==> src/rtl/alu_pkg.sv <==
// Shared definitions for the ALU32 scheduler: op codes, flag bit positions and FSM states.
package alu_pkg;
    localparam logic [3:0] OP_ADD   = 4'b0000;
    localparam logic [3:0] OP_SHIFT = 4'b0001;
    localparam logic [3:0] OP_LOGIC = 4'b0010;
    localparam logic [3:0] OP_MUL   = 4'b0011;

    localparam int FLG_N = 3;
    localparam int FLG_Z = 2;
    localparam int FLG_C = 1;
    localparam int FLG_V = 0;

    typedef enum logic [1:0] {
        ST_IDLE,
        ST_GRANT,
        ST_EXEC,
        ST_RESP
    } state_t;

    function automatic logic is_legal(input logic [3:0] op);
        return op <= OP_MUL;
    endfunction
endpackage

==> src/rtl/alu_sched_rr_arbiter.sv <==
// Combinational round-robin pick: first asserted request at or after ptr, wrapping.
module rr_arbiter #(
    parameter int NREQ = 4,
    parameter int IW   = (NREQ > 1) ? $clog2(NREQ) : 1
) (
    input  logic [NREQ-1:0] req,
    input  logic [IW-1:0]   ptr,
    output logic [IW-1:0]   idx,
    output logic            any
);
    // Scan from the farthest candidate down so the closest one to ptr wins.
    always_comb begin
        idx = '0;
        any = 1'b0;
        for (int k = NREQ - 1; k >= 0; k--) begin
            if (req[(int'(ptr) + k) % NREQ]) begin
                idx = IW'((int'(ptr) + k) % NREQ);
                any = 1'b1;
            end
        end
    end
endmodule

==> src/rtl/alu_sched.sv <==
// Round-robin scheduler sharing one ALU32 between NREQ requesters, one op in flight.
module alu_sched
    import alu_pkg::*;
#(
    parameter int NREQ    = 4,
    parameter int ALU_LAT = 1,
    parameter int MUL_LAT = 3
) (
    input  logic                     clk,
    input  logic                     rst,
    input  logic [NREQ-1:0]          req_valid,
    output logic [NREQ-1:0]          req_ready,
    input  logic [4*NREQ-1:0]        req_op,
    input  logic [4*NREQ-1:0]        req_op1,
    input  logic [32*NREQ-1:0]       req_a,
    input  logic [32*NREQ-1:0]       req_b,
    output logic [3:0]               alu_op,
    output logic [3:0]               alu_op1,
    output logic [31:0]              alu_in0,
    output logic [31:0]              alu_in1,
    input  logic [31:0]              alu_out,
    input  logic [31:0]              alu_out0,
    input  logic [3:0]               alu_flags,
    output logic                     rsp_valid,
    input  logic                     rsp_ready,
    output logic [$clog2(NREQ)-1:0]  rsp_id,
    output logic [63:0]              rsp_data,
    output logic [3:0]               rsp_flags,
    output logic                     rsp_err,
    output logic                     busy
);
    localparam int IW = $clog2(NREQ);

    state_t        state;
    logic [IW-1:0] ptr;
    logic [IW-1:0] sel;
    logic [IW-1:0] pick;
    logic          any;
    logic [7:0]    cnt;
    logic [3:0]    g_op;
    logic [3:0]    g_op1;
    logic [31:0]   g_a;
    logic [31:0]   g_b;

    rr_arbiter #(.NREQ(NREQ), .IW(IW)) u_arb (
        .req (req_valid),
        .ptr (ptr),
        .idx (pick),
        .any (any)
    );

    assign g_op  = req_op[4*int'(sel) +: 4];
    assign g_op1 = req_op1[4*int'(sel) +: 4];
    assign g_a   = req_a[32*int'(sel) +: 32];
    assign g_b   = req_b[32*int'(sel) +: 32];
    assign busy  = (state != ST_IDLE);

    always_ff @(posedge clk) begin
        if (rst) begin
            state     <= ST_IDLE;
            ptr       <= '0;
            sel       <= '0;
            cnt       <= '0;
            req_ready <= '0;
            rsp_valid <= 1'b0;
            rsp_id    <= '0;
            rsp_data  <= '0;
            rsp_flags <= '0;
            rsp_err   <= 1'b0;
            alu_op    <= '0;
            alu_op1   <= '0;
            alu_in0   <= '0;
            alu_in1   <= '0;
        end else begin
            case (state)
                ST_IDLE: begin
                    if (any) begin
                        sel       <= pick;
                        req_ready <= NREQ'(1) << pick;
                        state     <= ST_GRANT;
                    end
                end
                ST_GRANT: begin
                    req_ready <= '0;
                    if (!req_valid[sel]) begin
                        state <= ST_IDLE;
                    end else if (is_legal(g_op)) begin
                        alu_op  <= g_op;
                        alu_op1 <= g_op1;
                        alu_in0 <= g_a;
                        alu_in1 <= g_b;
                        cnt     <= (g_op == OP_MUL) ? 8'(MUL_LAT - 1) : 8'(ALU_LAT - 1);
                        state   <= ST_EXEC;
                    end else begin
                        // Illegal ops never reach the ALU, so alu_* keep the previous op.
                        rsp_err   <= 1'b1;
                        rsp_data  <= '0;
                        rsp_flags <= '0;
                        rsp_id    <= sel;
                        rsp_valid <= 1'b1;
                        state     <= ST_RESP;
                    end
                end
                ST_EXEC: begin
                    if (cnt == 8'd0) begin
                        rsp_data  <= (alu_op == OP_MUL) ? {alu_out, alu_out0} : {32'b0, alu_out};
                        rsp_flags <= alu_flags;
                        rsp_err   <= 1'b0;
                        rsp_id    <= sel;
                        rsp_valid <= 1'b1;
                        state     <= ST_RESP;
                    end else begin
                        cnt <= cnt - 8'd1;
                    end
                end
                ST_RESP: begin
                    if (rsp_ready) begin
                        rsp_valid <= 1'b0;
                        ptr       <= (sel == IW'(NREQ - 1)) ? '0 : sel + 1'b1;
                        state     <= ST_IDLE;
                    end
                end
                default: state <= ST_IDLE;
            endcase
        end
    end
endmodule

==> config.mk <==
export PLATFORM = sky130hd
export DESIGN_NAME = alu_sched
export DESIGN_NICKNAME = d
export VERILOG_FILES = /design/src/rtl/alu_pkg.sv /design/src/rtl/alu_sched_rr_arbiter.sv /design/src/rtl/alu_sched.sv
export SDC_FILE = /design/constraint.sdc
export NUM_CORES = 1
export LEC_CHECK = 0
export CAP_MARGIN = 10
export CORE_AREA = 2 2 201 203
export CTS_CLUSTER_SIZE = 40
export DETAILED_ROUTE_END_ITERATION = 10
export DIE_AREA = 0 0 203 205
export PLACE_DENSITY = 0.5
export SYNTH_ARGS = -nofsm -noshare
export SYNTH_HDL_FRONTEND = slang
export SYNTH_SLANG_ARGS = --single-unit
==> constraint.sdc <==
create_clock -name clk -period 2.1 [get_ports clk]
set_input_delay 0.42 -clock clk [delete_from_list [all_inputs] [get_ports clk]]
set_output_delay 0.42 -clock clk [all_outputs]
set_load 0.1 [all_outputs]
==> results of run 1 <==
-- worst paths after layout --
kind / from / end / slack [ps] / depth (start not counted)
setup / recovery: sel[0] / rsp_data[19] / 80 / 9
hold / removal: rst / rsp_data[63] / 330 / 2
setup reg to reg: sel[0] / rsp_data[19] / 80 / 9
hold reg to reg: rsp_data[18] / rsp_data[18] / 450 / 2
-- report_power, final --
group          internal [uW]  switching, uW  total [uW]  leakage, uW
registers               3170           70.1        3240      0.00131
clock network           1690           1520        3210     0.000294
logic                   1460           1560        3020      0.00370
total                   6320           3150        9460      0.00531
-- synthesized netlist by cell type (all sizes together), types with 2 or more instances --
master and n:
nor4 3, mux4 70, nor2b 5, buf 39, or3 2, a31oi 3
o211ai 3, nor4b 3, a21oi 147, xor2 4, nand2 221, mux2i 4
nor4bb 2, mux2 32, clkbuf 37, o22ai 2, o21ai 6, ha 3
nor2 20, nor3 3, nand3 70, o22a 2, inv 6, dfxtp 162
a22oi 4, and2 3, a21boi 3
-- metrics by stage --
stage / utilization, % / total power, uW / instances / worst slack, ps / setup TNS [ps]
floorplan: - / 4900 / 875 / 14.1 / 0
global placement: 35.2 / 6250 / 1898 / -464 / -62720
detailed placement: 35.2 / 6250 / 1898 / -472 / -63410
CTS: 36.7 / 9520 / 1930 / 34.0 / 0
global route: 37.0 / 9910 / 1938 / -18.7 / -140
finish: 37.0 / 9460 / 1939 / 81.7 / 0
-- cell type report --
cell class	count	area, um^2	share of cell area (%)
Antenna cell	4	10.0	0.0687
Clock buffer	17	425	2.92
Clock inverter	15	168	1.15
Inverter	6	22.5	0.155
Multi-Input combinational cell	631	4590	31.5
Sequential cell	162	3260	22.4
Tap cell	525	657	4.51
Timing Repair Buffer	579	5440	37.3
-- logic make-up after synthesis --
family,count (synthesis)
mux,106
compound gates,178
xor+xnor,5
buf+inv,82
flops,162
simple gates,339
fa+ha+maj,3
-- sequential cells by signal, summed over array words and instances (netlist names), named ones only --
register	count
alu_in1	32
req_ready	4
state	1
alu_in0	32
sel	2
alu_op1	4
rsp_err	1
ptr	2
rsp_data	64
alu_op	4
rsp_id	2
rsp_flags	4
rsp_valid	1
cnt	8
-- routing by layer --
layer | global-route usage, % | wire [um] | vias to the layer above
li1 | - | - | 4185
met4 | 5.29 | 486 | 0
met3 | 6.52 | 3260 | 20
met1 | 20.2 | 15100 | 4129
met5 | 0 | 0 | -
met2 | 30.6 | 19200 | 339
-- what timing repair did --
item / in CTS / in global routing
buffers inserted: 0 / 4
setup endpoints to repair: 141 / 74
cloned: 0 / 1
resized for setup: 2 / 13
pin swaps: 0 / 4
==> results.cfg, run 1 <==
[grt]
grt_overflow = 0
grt_usage_pct = 17.6
antenna_found_initial = 3
grt_pass1_vias = 8748
grt_max_degree = 64
grt_first_pass_wirelength_mm = 54.7

[drt]
vias = 8673
drc_errors = 0
first_iter_violations = 327
first_pass_iters = 4
wl_per_cell_um = 19.6
postRouteAntennaNets = 0
via_per_inst = 4.47
wirelength_mm = 38.1

[yosys]
ys_ff_latch = 162
synth_warnings = 0
seq_area_frac_synth_pct = 39.7
synth-xor-area-share_pct = 0.536
synth-simple-area-share_pct = 18.0
syn_area_mm2 = 0.00816
avgSynthCellArea_um2 = 9.33
synth-edff-count = 0
ys.flop_type = dfxtp_1
synth_fp_nets = 1241
synth_mux_area_share_pct = 24.2
synth_top_cell_by_area = dfxtp_1
ys_async_sr_fraction_pct = 0
synth_top_family_by_area = multiplexers
synth_top_area_share_pct = 39.7
netlist_top_cells_area = dfxtp_1, mux4_2, nand2_1
synthCells = 875
synthAdderAreaFrac_pct = 0.460
synth-compound-area-share_pct = 12.1
synth_cell_types = 52

[sta]
skew_ps = 13.4
slew_headroom_pct = 53.5
fmaxAchievable_mhz = 495
tightestPinTransition_ps = 698
timing.hold.ws_ps = 334
hold_violations = 0
fin_crit_sh_pct = 96.1
period_minus_slack_ps = 2020
setup_viol = 0
rsz0062_at_grt = yes
drv_slew = 0

[critical_path]
crit_chain = or3b_4, buf_4, o22ai_4, buf_6, a21boi_4, buf_4, buf_12, nand2_1, a21oi_1
cp-start-kind = flop
cp-end-kind = flop
critPathBufInv = 4
critical_path.max_stage_delay_ps = 400
crit_fanout = 24
critical-path-slowest-cell = or3b_4
worstPathRequired_ps = 2410
path_common_cell = buf_4
path_class = flop to flop
path_delay_family = buffers and inverters
crit_arrival_ps = 2330

[worst_hold_path]
hp-class = input pin to flop

[clock_network]
clk_latency_ps = 440
root_buffer = clkbuf_16
clock-sinks = 162
cts_tree = done
cts_hold_buf = 0
h-tree-depth = 4
clk_path_buf_depth = 2
path_clk_slew_ps = 80
numCtsBuffers = 17

[power_and_ir_drop]
powerDensity_mw_per_mm2 = 650
peakVddDrop_mv = 0.530
power_leakage_uw = 0.00531

[cells_and_area]
fillCellCount = 3995
stdcell_area_mm2 = 0.0146
syn_to_final_growth_pct = 78.5
final_cell_mix = clkdlybuf4s50_1, nand2_1, buf_4
drive_gt1_share_pct = 26.9
final_common_cell = clkdlybuf4s50_1
nets = 1763

[status]
outcome = finished clean

[placed_design]
place_congestion = 0.832
placedInstanceArea_mm2 = 0.0139
port_buffers = 511
dp_hpwl_mm = 30.1

[floorplan]
core_area_mm2 = 0.0394
start_util_pct = 20.7
die_w_um = 203
core.rowCount = 73
die_area_mm2 = 0.0416
pin_count = 512
die_y_um = 205

[run]
maxCapViolCount = 0
Note: power is estimated with default switching activity, not from simulation.
==> run 2: changes to the inputs <==
- CAP_MARGIN: 10 -> not set
- SLEW_MARGIN: not set -> 20
==> results of run 2 <==
No change in the layout: final DEF, timing and power equal those of run 1.
